===== config.mk =====
export PLATFORM = sky130hd
export DESIGN_NAME = windower_stream
export DESIGN_NICKNAME = d
export VERILOG_FILES = /design/src/rtl/windower_stream.sv
export SDC_FILE = /design/constraint.sdc
export NUM_CORES = 1
export LEC_CHECK = 0
export ABC_AREA = 1
export CAP_MARGIN = 40
export CORE_MARGIN = 5
export CORE_UTILIZATION = 55
export CTS_BUF_LIST = sky130_fd_sc_hd__clkbuf_8
export CTS_CLUSTER_DIAMETER = 120
export DETAILED_ROUTE_END_ITERATION = 12
export DONT_BUFFER_PORTS = 1
export HOLD_SLACK_MARGIN = 0.12
export PLACE_DENSITY_LB_ADDON = 0.2
export RECOVER_POWER = 50
export SYNTH_ARGS = -nofsm -noshare
export SYNTH_HDL_FRONTEND = slang
export SYNTH_SLANG_ARGS = --single-unit

===== constraint.sdc =====
create_clock -name clk -period 3.55 [get_ports clk]
set_input_delay 0.355 -clock clk [delete_from_list [all_inputs] [get_ports clk]]
set_output_delay 0.355 -clock clk [all_outputs]
set_load 0.03 [all_outputs]

===== src/rtl/windower_stream.sv =====
// -----------------------------------------------------------------------------
// windower_stream
//
// Streaming 1-D sliding-window generator. Accepts a frame of NO_CH-bit samples,
// THROUGHPUT samples per beat, and emits one WINDOW-tap window per beat. When
// PADDING is set, (WINDOW-1)/2 zero samples are added at each end of the frame.
// Both sides use valid/ready handshakes. Input is stalled while the trailing
// pad is flushed out.
//
// Ports:
//   clk, rst      clock; asynchronous active-high reset
//   in_vld/in_rdy input beat handshake (in_rdy is combinational)
//   data_in       THROUGHPUT samples, index 0 = newest
//   frame_len     frame length in beats, sampled on the first beat of a frame
//   out_vld/rdy   output window handshake
//   data_out      WINDOW taps, tap 0 = newest sample
//   out_first     first window of the frame
//   out_last      last window of the frame
//   busy          a frame is in progress
// -----------------------------------------------------------------------------
module windower_stream #(
    parameter int NO_CH        = 2,
    parameter int THROUGHPUT   = 1,
    parameter int WINDOW       = 3,
    parameter int PADDING      = 1,
    parameter int MAX_LEN_LOG2 = 10
) (
    input  logic                        clk,
    input  logic                        rst,
    input  logic                        in_vld,
    output logic                        in_rdy,
    input  logic [NO_CH*THROUGHPUT-1:0] data_in,
    input  logic [MAX_LEN_LOG2-1:0]     frame_len,
    output logic                        out_vld,
    input  logic                        out_rdy,
    output logic [NO_CH*WINDOW-1:0]     data_out,
    output logic                        out_first,
    output logic                        out_last,
    output logic                        busy
);

    localparam int PAD       = (PADDING != 0) ? (WINDOW - 1) / 2 : 0;
    localparam int PAD_BEATS = (PAD + THROUGHPUT - 1) / THROUGHPUT;
    localparam int TW        = NO_CH * WINDOW;
    localparam int BW        = NO_CH * THROUGHPUT;
    localparam int CW        = MAX_LEN_LOG2 + 1;

    localparam logic [CW-1:0] PB_C        = CW'(PAD_BEATS);
    localparam logic [CW-1:0] PB_LAST_C   = CW'(PAD_BEATS - 1);
    // Beat index at which a frame is forced to end, so an illegal frame_len
    // cannot keep the block out of IDLE forever.
    localparam logic [CW-1:0] CNT_GUARD_C = CW'((1 << MAX_LEN_LOG2) - 1);
    localparam bit            NO_PAD      = (PAD_BEATS == 0);

    typedef enum logic [1:0] {
        IDLE,
        FILL,
        RUN,
        FLUSH
    } state_t;

    state_t                  state_q;
    logic [TW-1:0]           taps_q;
    logic                    vld_q;
    logic                    first_q;
    logic                    last_q;
    logic [MAX_LEN_LOG2-1:0] len_q;
    logic [CW-1:0]           beat_cnt_q;   // index of the next input beat
    logic [CW-1:0]           flush_cnt_q;

    logic          slot_free;
    logic          accept;
    logic          last_in;
    logic [CW-1:0] len_m1;
    logic [TW-1:0] beat_d;    // new beat in the low taps, zeros above
    logic [TW-1:0] flush_d;   // taps shifted up, zeros shifted in
    logic [TW-1:0] shift_d;   // taps shifted up, new beat shifted in

    // NOTE: every always_comb output gets a default first so no latch is inferred.
    always_comb begin
        beat_d           = '0;
        beat_d[BW-1:0]   = data_in;
        flush_d          = taps_q << BW;
        shift_d          = flush_d | beat_d;
    end

    assign slot_free = !vld_q || out_rdy;
    assign in_rdy    = slot_free && (state_q != FLUSH);
    assign accept    = in_vld && in_rdy;
    assign len_m1    = {1'b0, len_q} - CW'(1);
    assign last_in   = (beat_cnt_q == len_m1) || (beat_cnt_q == CNT_GUARD_C);

    // NOTE: sequential state uses non-blocking assignments only, so every
    // register sees the pre-edge values of the others.
    // NOTE: the tap register is the output register and is small, so it is
    // reset along with the control state (output reads as zero after reset).
    always_ff @(posedge clk or posedge rst) begin
        if (rst) begin
            state_q     <= IDLE;
            taps_q      <= '0;
            vld_q       <= 1'b0;
            first_q     <= 1'b0;
            last_q      <= 1'b0;
            len_q       <= '0;
            beat_cnt_q  <= '0;
            flush_cnt_q <= '0;
        end else begin
            // A handed-off window drops out unless a new one is emitted below.
            if (out_rdy) begin
                vld_q   <= 1'b0;
                first_q <= 1'b0;
                last_q  <= 1'b0;
            end

            case (state_q)
                IDLE: begin
                    if (accept) begin
                        len_q       <= frame_len;
                        beat_cnt_q  <= CW'(1);
                        flush_cnt_q <= '0;
                        // Leading pad: everything but the new beat is zero.
                        taps_q      <= beat_d;
                        if (NO_PAD) begin
                            vld_q   <= 1'b1;
                            first_q <= 1'b1;
                            last_q  <= (frame_len == MAX_LEN_LOG2'(1));
                            state_q <= (frame_len == MAX_LEN_LOG2'(1)) ? IDLE : RUN;
                        end else begin
                            state_q <= FILL;
                        end
                    end
                end

                FILL: begin
                    if (accept) begin
                        taps_q     <= shift_d;
                        beat_cnt_q <= beat_cnt_q + CW'(1);
                        if (beat_cnt_q == PB_C) begin
                            vld_q   <= 1'b1;
                            first_q <= 1'b1;
                            last_q  <= 1'b0;
                            // A frame of PAD_BEATS+1 beats ends on this beat.
                            state_q <= last_in ? FLUSH : RUN;
                        end
                    end
                end

                RUN: begin
                    if (accept) begin
                        taps_q     <= shift_d;
                        beat_cnt_q <= beat_cnt_q + CW'(1);
                        vld_q      <= 1'b1;
                        first_q    <= 1'b0;
                        last_q     <= NO_PAD && last_in;
                        if (last_in) begin
                            state_q <= NO_PAD ? IDLE : FLUSH;
                        end
                    end
                end

                FLUSH: begin
                    if (slot_free) begin
                        taps_q      <= flush_d;
                        flush_cnt_q <= flush_cnt_q + CW'(1);
                        vld_q       <= 1'b1;
                        first_q     <= 1'b0;
                        if (flush_cnt_q == PB_LAST_C || NO_PAD) begin
                            last_q  <= 1'b1;
                            state_q <= IDLE;
                        end else begin
                            last_q  <= 1'b0;
                        end
                    end
                end

                default: state_q <= IDLE;
            endcase
        end
    end

    assign out_vld   = vld_q;
    assign data_out  = taps_q;
    assign out_first = first_q;
    assign out_last  = last_q;
    assign busy      = (state_q != IDLE);

endmodule


==> results.txt, run 1 <==
result of the run: finished, violations left
failing checks: max-capacitance violations, max-slew violations
maximum number of pins on one net before global-route repair: 31
most common cell in the netlist: sky130_fd_sc_hd__nand2_1
M3 GR Usage: 0.0504
Yosys Warn Count: 0
signed area change from the synthesized netlist to the final layout: 8.19%
sum of routed wire length over all layers: 5870 um
Post-Synthesis Mean Instance Area: 7.41 um^2
Setup Fix Bufs, Post-CTS: 0
Bufs and invs on worst path: 3
peak supply drop: 552 uV
combinational cell fraction of total power: 0.473
DRT Pass-1 Iters: 4
diode insertion count for antenna repair: 0
instance count of the mapped netlist: 371
Hold Violations, Final: 0
ranking of synthesized cells by instance count: sky130_fd_sc_hd__nand2_1 (84), sky130_fd_sc_hd__inv_1 (61), sky130_fd_sc_hd__dfrtp_1 (43)
Achievable Freq: 0.417 GHz
number of buffers created by CTS: 5
pwr/cell area: 862 nW/um^2
number of standard cells in the layout, taps in and fillers out: 446
die area: 6510 um^2
max-slew violation total from the final report: 31
pre-CTS setup slack: 1.28 ns
Leakage Power: 1.45 nW
quantity of gates resized following cts: 0
post-synthesis sequential area ratio: 0.391
classification of the worst setup path: in2async
total DRC errors in the routed layout: 0
count of standard-cell rows: 25
endpoint kind of the worst setup timing path: asynchronous set/reset pin
proportion of synthesized flip-flops having asynchronous set or reset: 1.00
time the final worst path needs with I/O delays and setup: 2.40 ns
Port Buffers: 0
final routed wire length divided by cell count: 13.2 um
Setup TNS: 0 ns
level count of the clock H-tree: 2
CTS Hold Buffers Added: 1
library cell used as clock root buffer: sky130_fd_sc_hd__clkbuf_8
aggregate global-route resource usage: 0.210
proportion of total power due to net switching: 0.476
cell-internal power: 1.35 mW
part of the power in the clock network: 0.179
worst min-delay path class: in2reg
fraction of synthesized cell area taken by the top area cell type: 0.391
final cell area excluding filler cells: 2980 um^2
chip height: 80.7 um
post-detail-place hpwl: 4610 um
maximum single-stage delay on the critical path: 1.21 ns
setup ws final: 1.15 ns
maxcap violations: 1
CTS tree: done
starting density of the core: 0.575
highest-delay cell along the critical path: sky130_fd_sc_hd__clkbuf_1
number of failing setup endpoints in the final timing report: 0
cell area after placement: 2850 um^2
number of top-level pins: 27
Die X-Extent: 80.7 um
global-route congestion overflow total: 0
Detailed Route Iter0 Violations: 86
Psw: 1.22 mW
Synthesized Nets: 397
peak fanout along the critical path: 30
met1 global-route usage: 0.285
number of clock sinks: 43
number of nets in the final layout: 404
total of flip-flops plus latches after synthesis: 43
Pwr Total: 2.57 mW
fraction of layout instances using a drive strength above 1: 0.0765
cell types occupying the most area after synthesis: sky130_fd_sc_hd__dfrtp_1 (39%), sky130_fd_sc_hd__nand2_1 (11%), sky130_fd_sc_hd__inv_1 (8.3%)
latest clock arrival within the worst-skew pair: 0.30 ns
Req. time, crit path: 3.67 ns
antenna violations before repair: 0
post-synth top area cell: sky130_fd_sc_hd__dfrtp_1
GRT Max-Usage Layer: met2
area of the mapped netlist: 2750 um^2
post-DR vias/cell: 5.28
total instance count after detailed placement: 437
number of vias after detailed routing: 2,357
Data arrival, critical path: 2.52 ns
worst-margin pin slew: 1.59 ns
GR Util met2: 0.329
synth unique cells: 37
tightest slew margin relative to the limit: -0.0630
setup clock skew after layout: 0.00637 ns
most frequently used flop master after synthesis: sky130_fd_sc_hd__dfrtp_1
unrepaired setup endpoints after global routing: false
part of the power in registers: 0.347
Period Utilization, post-route: 0.675
placer congestion estimate: 0.894
count of fill cells added during filler insertion: 435
number of synthesized flops with an enable pin: 0
clock slew seen by the registers of the worst setup and hold paths: 0.09 ns
via count of the first global-routing pass: 2,407
dominant delay contributor by cell family on the critical path: buffers and inverters
wire length of the first global-routing pass: 10,800 um
Core Footprint: 4790 um^2
residual antenna-violating net count after detailed routing: 0
startpoint type of the worst setup path: input port
ordered list of cells on the worst path: dlygate4sd3_1, inv_1, clkbuf_1
Max Root-Sink Buffers: 2
[power groups by stage]
stage | logic [mW] | clock network [mW] | registers, mW
2_1_floorplan | 0.993 | 0 | 0.849
3_3_place_gp | 1.19 | 0 | 0.892
3_5_place_dp | 1.21 | 0 | 0.898
4_1_cts | 1.22 | 0.465 | 0.891
5_1_grt | 1.40 | 0.490 | 0.917
6_report | 1.22 | 0.460 | 0.891
[stage by stage]
| step | util | hold slack (ns) |
|---|---|---|
| global route | 0.622 | 0.179 |
| finish | 0.622 | 0.173 |
| detailed placement | 0.595 | 0.224 |
| CTS | 0.625 | 0.172 |
| floorplan | - | 0.453 |
| global placement | 0.590 | 0.473 |
[sequential cells by signal (all words and copies together) (netlist names)]
name,count
beat_cnt_q,11
data_out,6
flush_cnt_q,11
len_q,10
out_first,1
out_last,1
out_vld,1
state_q,2
[kinds of logic (layout without fill, tap and decap cells)]
logic type / count (synthesis) / after routing / synth area share
XOR/XNOR: 10 / 10 / 0.0318
flip-flops: 43 / 43 / 0.391
AO/OA/AOI/OAI: 54 / 54 / 0.110
adder cells (fa/ha/maj): 10 / 10 / 0.0455
AND/OR/NAND/NOR: 185 / 185 / 0.324
buffers and inverters: 69 / 77 / 0.0974
[worst paths after layout]
kind | from | endpoint | cells past startpoint | slack, ns
setup / recovery | rst | flush_cnt_q[8] | 3 | 1.15
hold / removal | frame_len[1] | len_q[1] | 2 | 0.17
setup reg to reg | state_q[0] | beat_cnt_q[3] | 10 | 1.26
hold reg to reg | beat_cnt_q[10] | beat_cnt_q[10] | 2 | 0.51
max in group clk | state_q[0] | beat_cnt_q[3] | 10 | 1.26
min in group asynchronous | rst | data_out[0] | 2 | 0.54
[layout by cell type, fill, tap and decap left out, types with 3 or more instances in the layout]
master,netlist,routed
sky130_fd_sc_hd__xnor2_1,4,4
sky130_fd_sc_hd__a21oi_1,13,13
sky130_fd_sc_hd__nor4_1,4,4
sky130_fd_sc_hd__o21ai_0,30,30
sky130_fd_sc_hd__inv_2,3,3
sky130_fd_sc_hd__xor2_1,6,6
sky130_fd_sc_hd__inv_1,61,61
sky130_fd_sc_hd__nand2_1,84,84
sky130_fd_sc_hd__ha_1,10,10
sky130_fd_sc_hd__nand3_1,31,31
sky130_fd_sc_hd__nor2_4,3,3
sky130_fd_sc_hd__nand4_1,10,10
sky130_fd_sc_hd__dfrtp_1,43,43
sky130_fd_sc_hd__nor3_1,9,9
sky130_fd_sc_hd__nor2_1,31,31
sky130_fd_sc_hd__clkbuf_8,0,5
[routing by layer]
layer | wire length [um] | up-vias
li1 | - | 1211
met1 | 2790 | 1098
met4 | 78 | 0
met5 | 0 | -
met3 | 307 | 7
met2 | 2690 | 41
[area by class of cell]
type / instances / area (um^2) / share of cell area
Clock inverter: 3 / 67.6 / 0.0227
Multi-Input combinational cell: 259 / 1410 / 0.473
Tap cell: 67 / 83.8 / 0.0282
Sequential cell: 43 / 1080 / 0.362
Clock buffer: 5 / 68.8 / 0.0231
Inverter: 65 / 244 / 0.0820
Timing Repair Buffer: 4 / 28.8 / 0.00967
Note: power is estimated with default switching activity, not from simulation.
==> run 2: changes to the inputs <==
==> constraint.sdc (replaced) <==
create_clock -name clk -period 2.3 [get_ports clk]
set_input_delay 0.23 -clock clk [delete_from_list [all_inputs] [get_ports clk]]
set_output_delay 0.23 -clock clk [all_outputs]
set_load 0.03 [all_outputs]
==> results.txt, run 2 (same netlist as run 1, synthesis figures left out) <==
result of the run: completed
Detailed Route Iter0 Violations: 132
endpoint kind of the worst setup timing path: flip-flop
tightest slew margin relative to the limit: 0.496
Setup Fix Bufs, Post-CTS: 0
Port Buffers: 0
residual antenna-violating net count after detailed routing: 0
placer congestion estimate: 0.905
chip height: 80.7 um
Core Footprint: 4790 um^2
Data arrival, critical path: 2.27 ns
Reg2Reg Launch Point: state_q[1]
maxcap violations: 0
die area: 6510 um^2
source of the worst hold timing path: out_rdy
count of standard-cell rows: 25
Req. time, crit path: 2.50 ns
final cell area excluding filler cells: 3100 um^2
DRT Pass-1 Iters: 4
number of standard cells in the layout, taps in and fillers out: 461
antenna violations before repair: 0
Max Root-Sink Buffers: 2
maximum number of pins on one net before global-route repair: 31
peak fanout along the critical path: 8
CTS tree: done
number of failing setup endpoints in the final timing report: 0
timing startpoint of the critical path: state_q[1]
pwr/cell area: 1260 nW/um^2
unrepaired setup endpoints after global routing: false
aggregate global-route resource usage: 0.208
worst min-delay path class: in2reg
number of clock sinks: 43
time the final worst path needs with I/O delays and setup: 2.07 ns
latest clock arrival within the worst-skew pair: 0.30 ns
diode insertion count for antenna repair: 0
number of top-level pins: 27
post-detail-place hpwl: 4510 um
cell area after placement: 2860 um^2
Setup TNS: 0 ns
largest registers in the final layout: beat_cnt_q x11, flush_cnt_q x11, len_q x10
number of nets in the final layout: 419
sum of routed wire length over all layers: 5940 um
fraction of layout instances using a drive strength above 1: 0.0787
library cell used as clock root buffer: sky130_fd_sc_hd__clkbuf_8
quantity of gates resized following cts: 0
Achievable Freq: 0.484 GHz
signed area change from the synthesized netlist to the final layout: 12.6%
Hold Violations, Final: 0
total DRC errors in the routed layout: 0
number of buffers created by CTS: 5
commonest cells after routing, fill and taps aside: sky130_fd_sc_hd__nand2_1 (84), sky130_fd_sc_hd__inv_1 (61), sky130_fd_sc_hd__dfrtp_1 (43)
Leakage Power: 1.51 nW
setup clock skew after layout: 0.0118 ns
most common cell after layout, fill and taps aside: sky130_fd_sc_hd__nand2_1
peak supply drop: 1100 uV
starting density of the core: 0.575
area taken by multi-input logic gates: 1410 um^2
final routed wire length divided by cell count: 12.9 um
max-slew violation total from the final report: 0
Die X-Extent: 80.7 um
clock slew seen by the registers of the worst setup and hold paths: 0.09 ns
worst-margin pin slew: 0.757 ns
classification of the worst setup path: reg2reg
wire length of the first global-routing pass: 10,700 um
count of fill cells added during filler insertion: 456
number of vias after detailed routing: 2,414
via count of the first global-routing pass: 2,432
Pwr Total: 3.90 mW
Period Utilization, post-route: 0.899
sequential cell area: 1080 um^2
total instance count after detailed placement: 439
startpoint type of the worst setup path: flip-flop
global-route congestion overflow total: 0
level count of the clock H-tree: 2
post-DR vias/cell: 5.24
run 2: cell count changes in the layout (fill, tap and decap cells not counted):
| cell | delta |
|---|---|
| sky130_fd_sc_hd__buf_4 | +1 |
| sky130_fd_sc_hd__bufinv_16 | -1 |
| sky130_fd_sc_hd__clkbuf_2 | +1 |
| sky130_fd_sc_hd__dlygate4sd3_1 | +13 |
| sky130_fd_sc_hd__inv_6 | +1 |
run 2: layout make-up:
class,instances,area share
clock inverter,3,0.0149
inverter,65,0.0788
multi-input combinational,259,0.454
sequential,43,0.347
timing repair buffer,19,0.0554
clock buffer,5,0.0222
tap,67,0.0271
run 2: layer usage:
metal / wire, um / share of wire / up-vias / global-route usage
met1: 2790 / 0.47 / 1109 / 0.284
li1: - / - / 1236 / -
met3: 280 / 0.047 / 10 / 0.0482
met4: 84 / 0.014 / 0 / 0.0642
met2: 2790 / 0.47 / 59 / 0.330
met5: 0 / 0 / - / 0
run 2: worst max-delay path, cell delays in order, from the launching register on:
cell and delay (ns):
sky130_fd_sc_hd__dfrtp_1 0.44, sky130_fd_sc_hd__ha_1 0.45, sky130_fd_sc_hd__nor2_8 0.12, sky130_fd_sc_hd__nand2_4 0.14
sky130_fd_sc_hd__inv_2 0.07, sky130_fd_sc_hd__a21boi_0 0.34, sky130_fd_sc_hd__nor3_1 0.09, sky130_fd_sc_hd__nand2_1 0.16
sky130_fd_sc_hd__clkinv_1 0.08, sky130_fd_sc_hd__nand2_1 0.05, sky130_fd_sc_hd__nand2_1 0.04
run 2: worst paths after layout:
path / end / slack [ns] / cells after the start
min: out_vld / 0.15 / 3
min in group asynchronous: beat_cnt_q[0] / 0.42 / 2
max in group asynchronous: beat_cnt_q[7] / 0.74 / 3
max reg2reg: state_q[0] / 0.23 / 10
max: state_q[0] / 0.23 / 10
min reg2reg: beat_cnt_q[10] / 0.51 / 2
run 2: power breakdown:
part           total [mW]  switching (mW)  internal, mW
registers            1.35           0.358         0.995
clock network       0.611           0.283         0.327
logic                1.94            1.26         0.678
run 2: what timing repair did:
action,4_1_cts,5_1_grt
endpoints found under the setup margin,0,0
hold endpoints to repair,56,0
hold buffers,14,0
run 2: metrics by stage:
stage / utilization / worst slack (ns) / hold WS [ns]
3_3_place_gp: 0.593 / 0.301 / 0.357
3_5_place_dp: 0.598 / 0.242 / 0.103
4_1_cts: 0.651 / 0.220 / 0.149
5_1_grt: 0.647 / 0.0475 / 0.160
6_report: 0.647 / 0.233 / 0.148
2_1_floorplan: - / 0.485 / 0.351
==> run 3: changes to the inputs <==
--- a/config.mk
+++ b/config.mk
@@ -13,9 +13,11 @@
 export CTS_CLUSTER_DIAMETER = 120
 export DETAILED_ROUTE_END_ITERATION = 12
 export DONT_BUFFER_PORTS = 1
+export GPL_ROUTABILITY_DRIVEN = 0
 export HOLD_SLACK_MARGIN = 0.12
 export PLACE_DENSITY_LB_ADDON = 0.2
 export RECOVER_POWER = 50
+export REMOVE_ABC_BUFFERS = 1
 export SYNTH_ARGS = -nofsm -noshare
 export SYNTH_HDL_FRONTEND = slang
 export SYNTH_SLANG_ARGS = --single-unit
==> results.txt, run 3 (same netlist as run 1, synthesis figures left out) <==
result of the run: completed
highest-delay cell along the critical path: sky130_fd_sc_hd__dfrtp_1
max-slew violation total from the final report: 0
Setup TNS: 0 ns
source of the worst hold timing path: out_rdy
hold-critical path depth: 3
number of clock sinks: 43
tightest slew margin relative to the limit: 0.284
Critical R2R Capture: beat_cnt_q[9]
sum of routed wire length over all layers: 5990 um
clock slew seen by the registers of the worst setup and hold paths: 0.08 ns
starting density of the core: 0.575
number of top-level pins: 27
number of nets in the final layout: 419
setup clock skew after layout: 0.00536 ns
Die X-Extent: 80.7 um
worst-margin pin slew: 1.07 ns
number of vias after detailed routing: 2,411
Achievable Freq: 0.504 GHz
startpoint type of the worst setup path: flip-flop
endpoint kind of the worst setup timing path: flip-flop
Period Utilization, post-route: 0.863
proportion of total power due to net switching: 0.499
Core Footprint: 4790 um^2
Reg2Reg Launch Point: state_q[1]
cell area after placement: 2880 um^2
classification of the worst setup path: reg2reg
peak supply drop: 890 uV
combinational cell fraction of total power: 0.510
via count of the first global-routing pass: 2,349
Req. time, crit path: 2.54 ns
commonest cells after routing, fill and taps aside: sky130_fd_sc_hd__nand2_1 (84), sky130_fd_sc_hd__inv_1 (60), sky130_fd_sc_hd__dfrtp_1 (43)
largest registers in the final layout: beat_cnt_q x11, flush_cnt_q x11, len_q x10
final routed wire length divided by cell count: 13.0 um
Port Buffers: 0
post-DR vias/cell: 5.23
worst min-delay path class: in2reg
part of the power in the clock network: 0.134
post-detail-place hpwl: 4630 um
signed area change from the synthesized netlist to the final layout: 12.0%
level count of the clock H-tree: 2
total DRC errors in the routed layout: 0
pwr/cell area: 1250 nW/um^2
fraction of layout instances using a drive strength above 1: 0.0812
CTS tree: done
number of failing setup endpoints in the final timing report: 0
count of standard-cell rows: 25
Data arrival, critical path: 2.22 ns
unrepaired setup endpoints after global routing: false
Psw: 1.91 mW
global-route congestion overflow total: 0
Layout Utilization: 0.643
maxcap violations: 0
Max Root-Sink Buffers: 2
most common cell after layout, fill and taps aside: sky130_fd_sc_hd__nand2_1
Leakage Power: 1.49 nW
chip height: 80.7 um
die area: 6510 um^2
Detailed Route Iter0 Violations: 139
diode insertion count for antenna repair: 0
ordered list of cells on the worst path: ha_2, nor2_8, nand2_4, inv_2, nand2_4, nor2_4, nand3_2, nor3_2, nand2_1, nand2_1, nand2_1, nor2_1
antenna violations before repair: 0
time the final worst path needs with I/O delays and setup: 1.99 ns
DRT Pass-1 Iters: 4
maximum single-stage delay on the critical path: 0.44 ns
wire length of the first global-routing pass: 10,600 um
maximum number of pins on one net before global-route repair: 22
peak fanout along the critical path: 8
cell-internal power: 1.92 mW
depth of the most critical reg-to-reg path: 12
sink of the worst hold path: out_first
part of the power in registers: 0.356
latest clock arrival within the worst-skew pair: 0.30 ns
Hold Violations, Final: 0
number of buffers created by CTS: 5
library cell used as clock root buffer: sky130_fd_sc_hd__clkbuf_8
residual antenna-violating net count after detailed routing: 0
aggregate global-route resource usage: 0.212
final cell area excluding filler cells: 3080 um^2
crit-path most repeated cell: sky130_fd_sc_hd__nand2_1
R2R setup slack: 0.31 ns
## run 3: cell type report
| class | count | area, um^2 |
|---|---|---|
| Clock buffer | 6 | 82.6 |
| Multi-Input combinational cell | 259 | 1410 |
| Clock inverter | 2 | 16.3 |
| Inverter | 65 | 244 |
| Sequential cell | 43 | 1080 |
| Timing Repair Buffer | 19 | 168 |
| Tap cell | 67 | 83.8 |
| Fill cell | 425 | 1710 |
## run 3: repair_timing
item / CTS / global route
setup buffers: 0 / 0
hold endpoints to repair: 44 / 0
hold buffers: 13 / 0
resized for setup: 0 / 1
endpoints found under the setup margin: 0 / 1
## run 3: layer usage
metal	vias to the layer above	routed length (um)	track usage
met5	-	0	0
met1	1096	2990	0.284
li1	1243	-	-
met4	0	122	0.0912
met3	12	267	0.0493
met2	60	2610	0.327
## run 3: per-stage QoR
stage          hold WS, ns  power [mW]  setup WS (ns)  cells
3_5_place_dp        0.0739        3.30          0.227    440
3_3_place_gp         0.235        3.26          0.249    439
2_1_floorplan        0.351        2.81         0.0921    367
6_report             0.137        3.84          0.314    461
5_1_grt              0.141        4.23         0.0963    461
4_1_cts              0.125        3.85          0.198    461
## run 3: power groups by stage
stage | Sequential, mW | Combinational (mW) | Clock [mW]
5_1_grt | 1.40 | 2.26 | 0.562
4_1_cts | 1.36 | 1.95 | 0.535
3_5_place_dp | 1.37 | 1.93 | 0
6_report | 1.37 | 1.96 | 0.515
3_3_place_gp | 1.37 | 1.89 | 0
2_1_floorplan | 1.31 | 1.50 | 0
## run 3: worst max-delay path, delay by kind of cell (launching register included)
kind	cells	cell delay, ns
adders and majority gates	1	0.28
buffers and inverters	1	0.09
DFF	1	0.44
and+or+nand+nor	10	1.10
## run 3: worst max path at each step
stage / startpoint / end / slack, ns / depth (start not counted)
finish: state_q[1] / beat_cnt_q[9] / 0.31 / 12
floorplan: state_q[0] / beat_cnt_q[3] / 0.09 / 9
global placement: state_q[0] / beat_cnt_q[9] / 0.25 / 12
global route: state_q[1] / beat_cnt_q[9] / 0.1 / 12
detailed placement: state_q[1] / flush_cnt_q[8] / 0.23 / 10
CTS: state_q[1] / beat_cnt_q[9] / 0.20 / 12
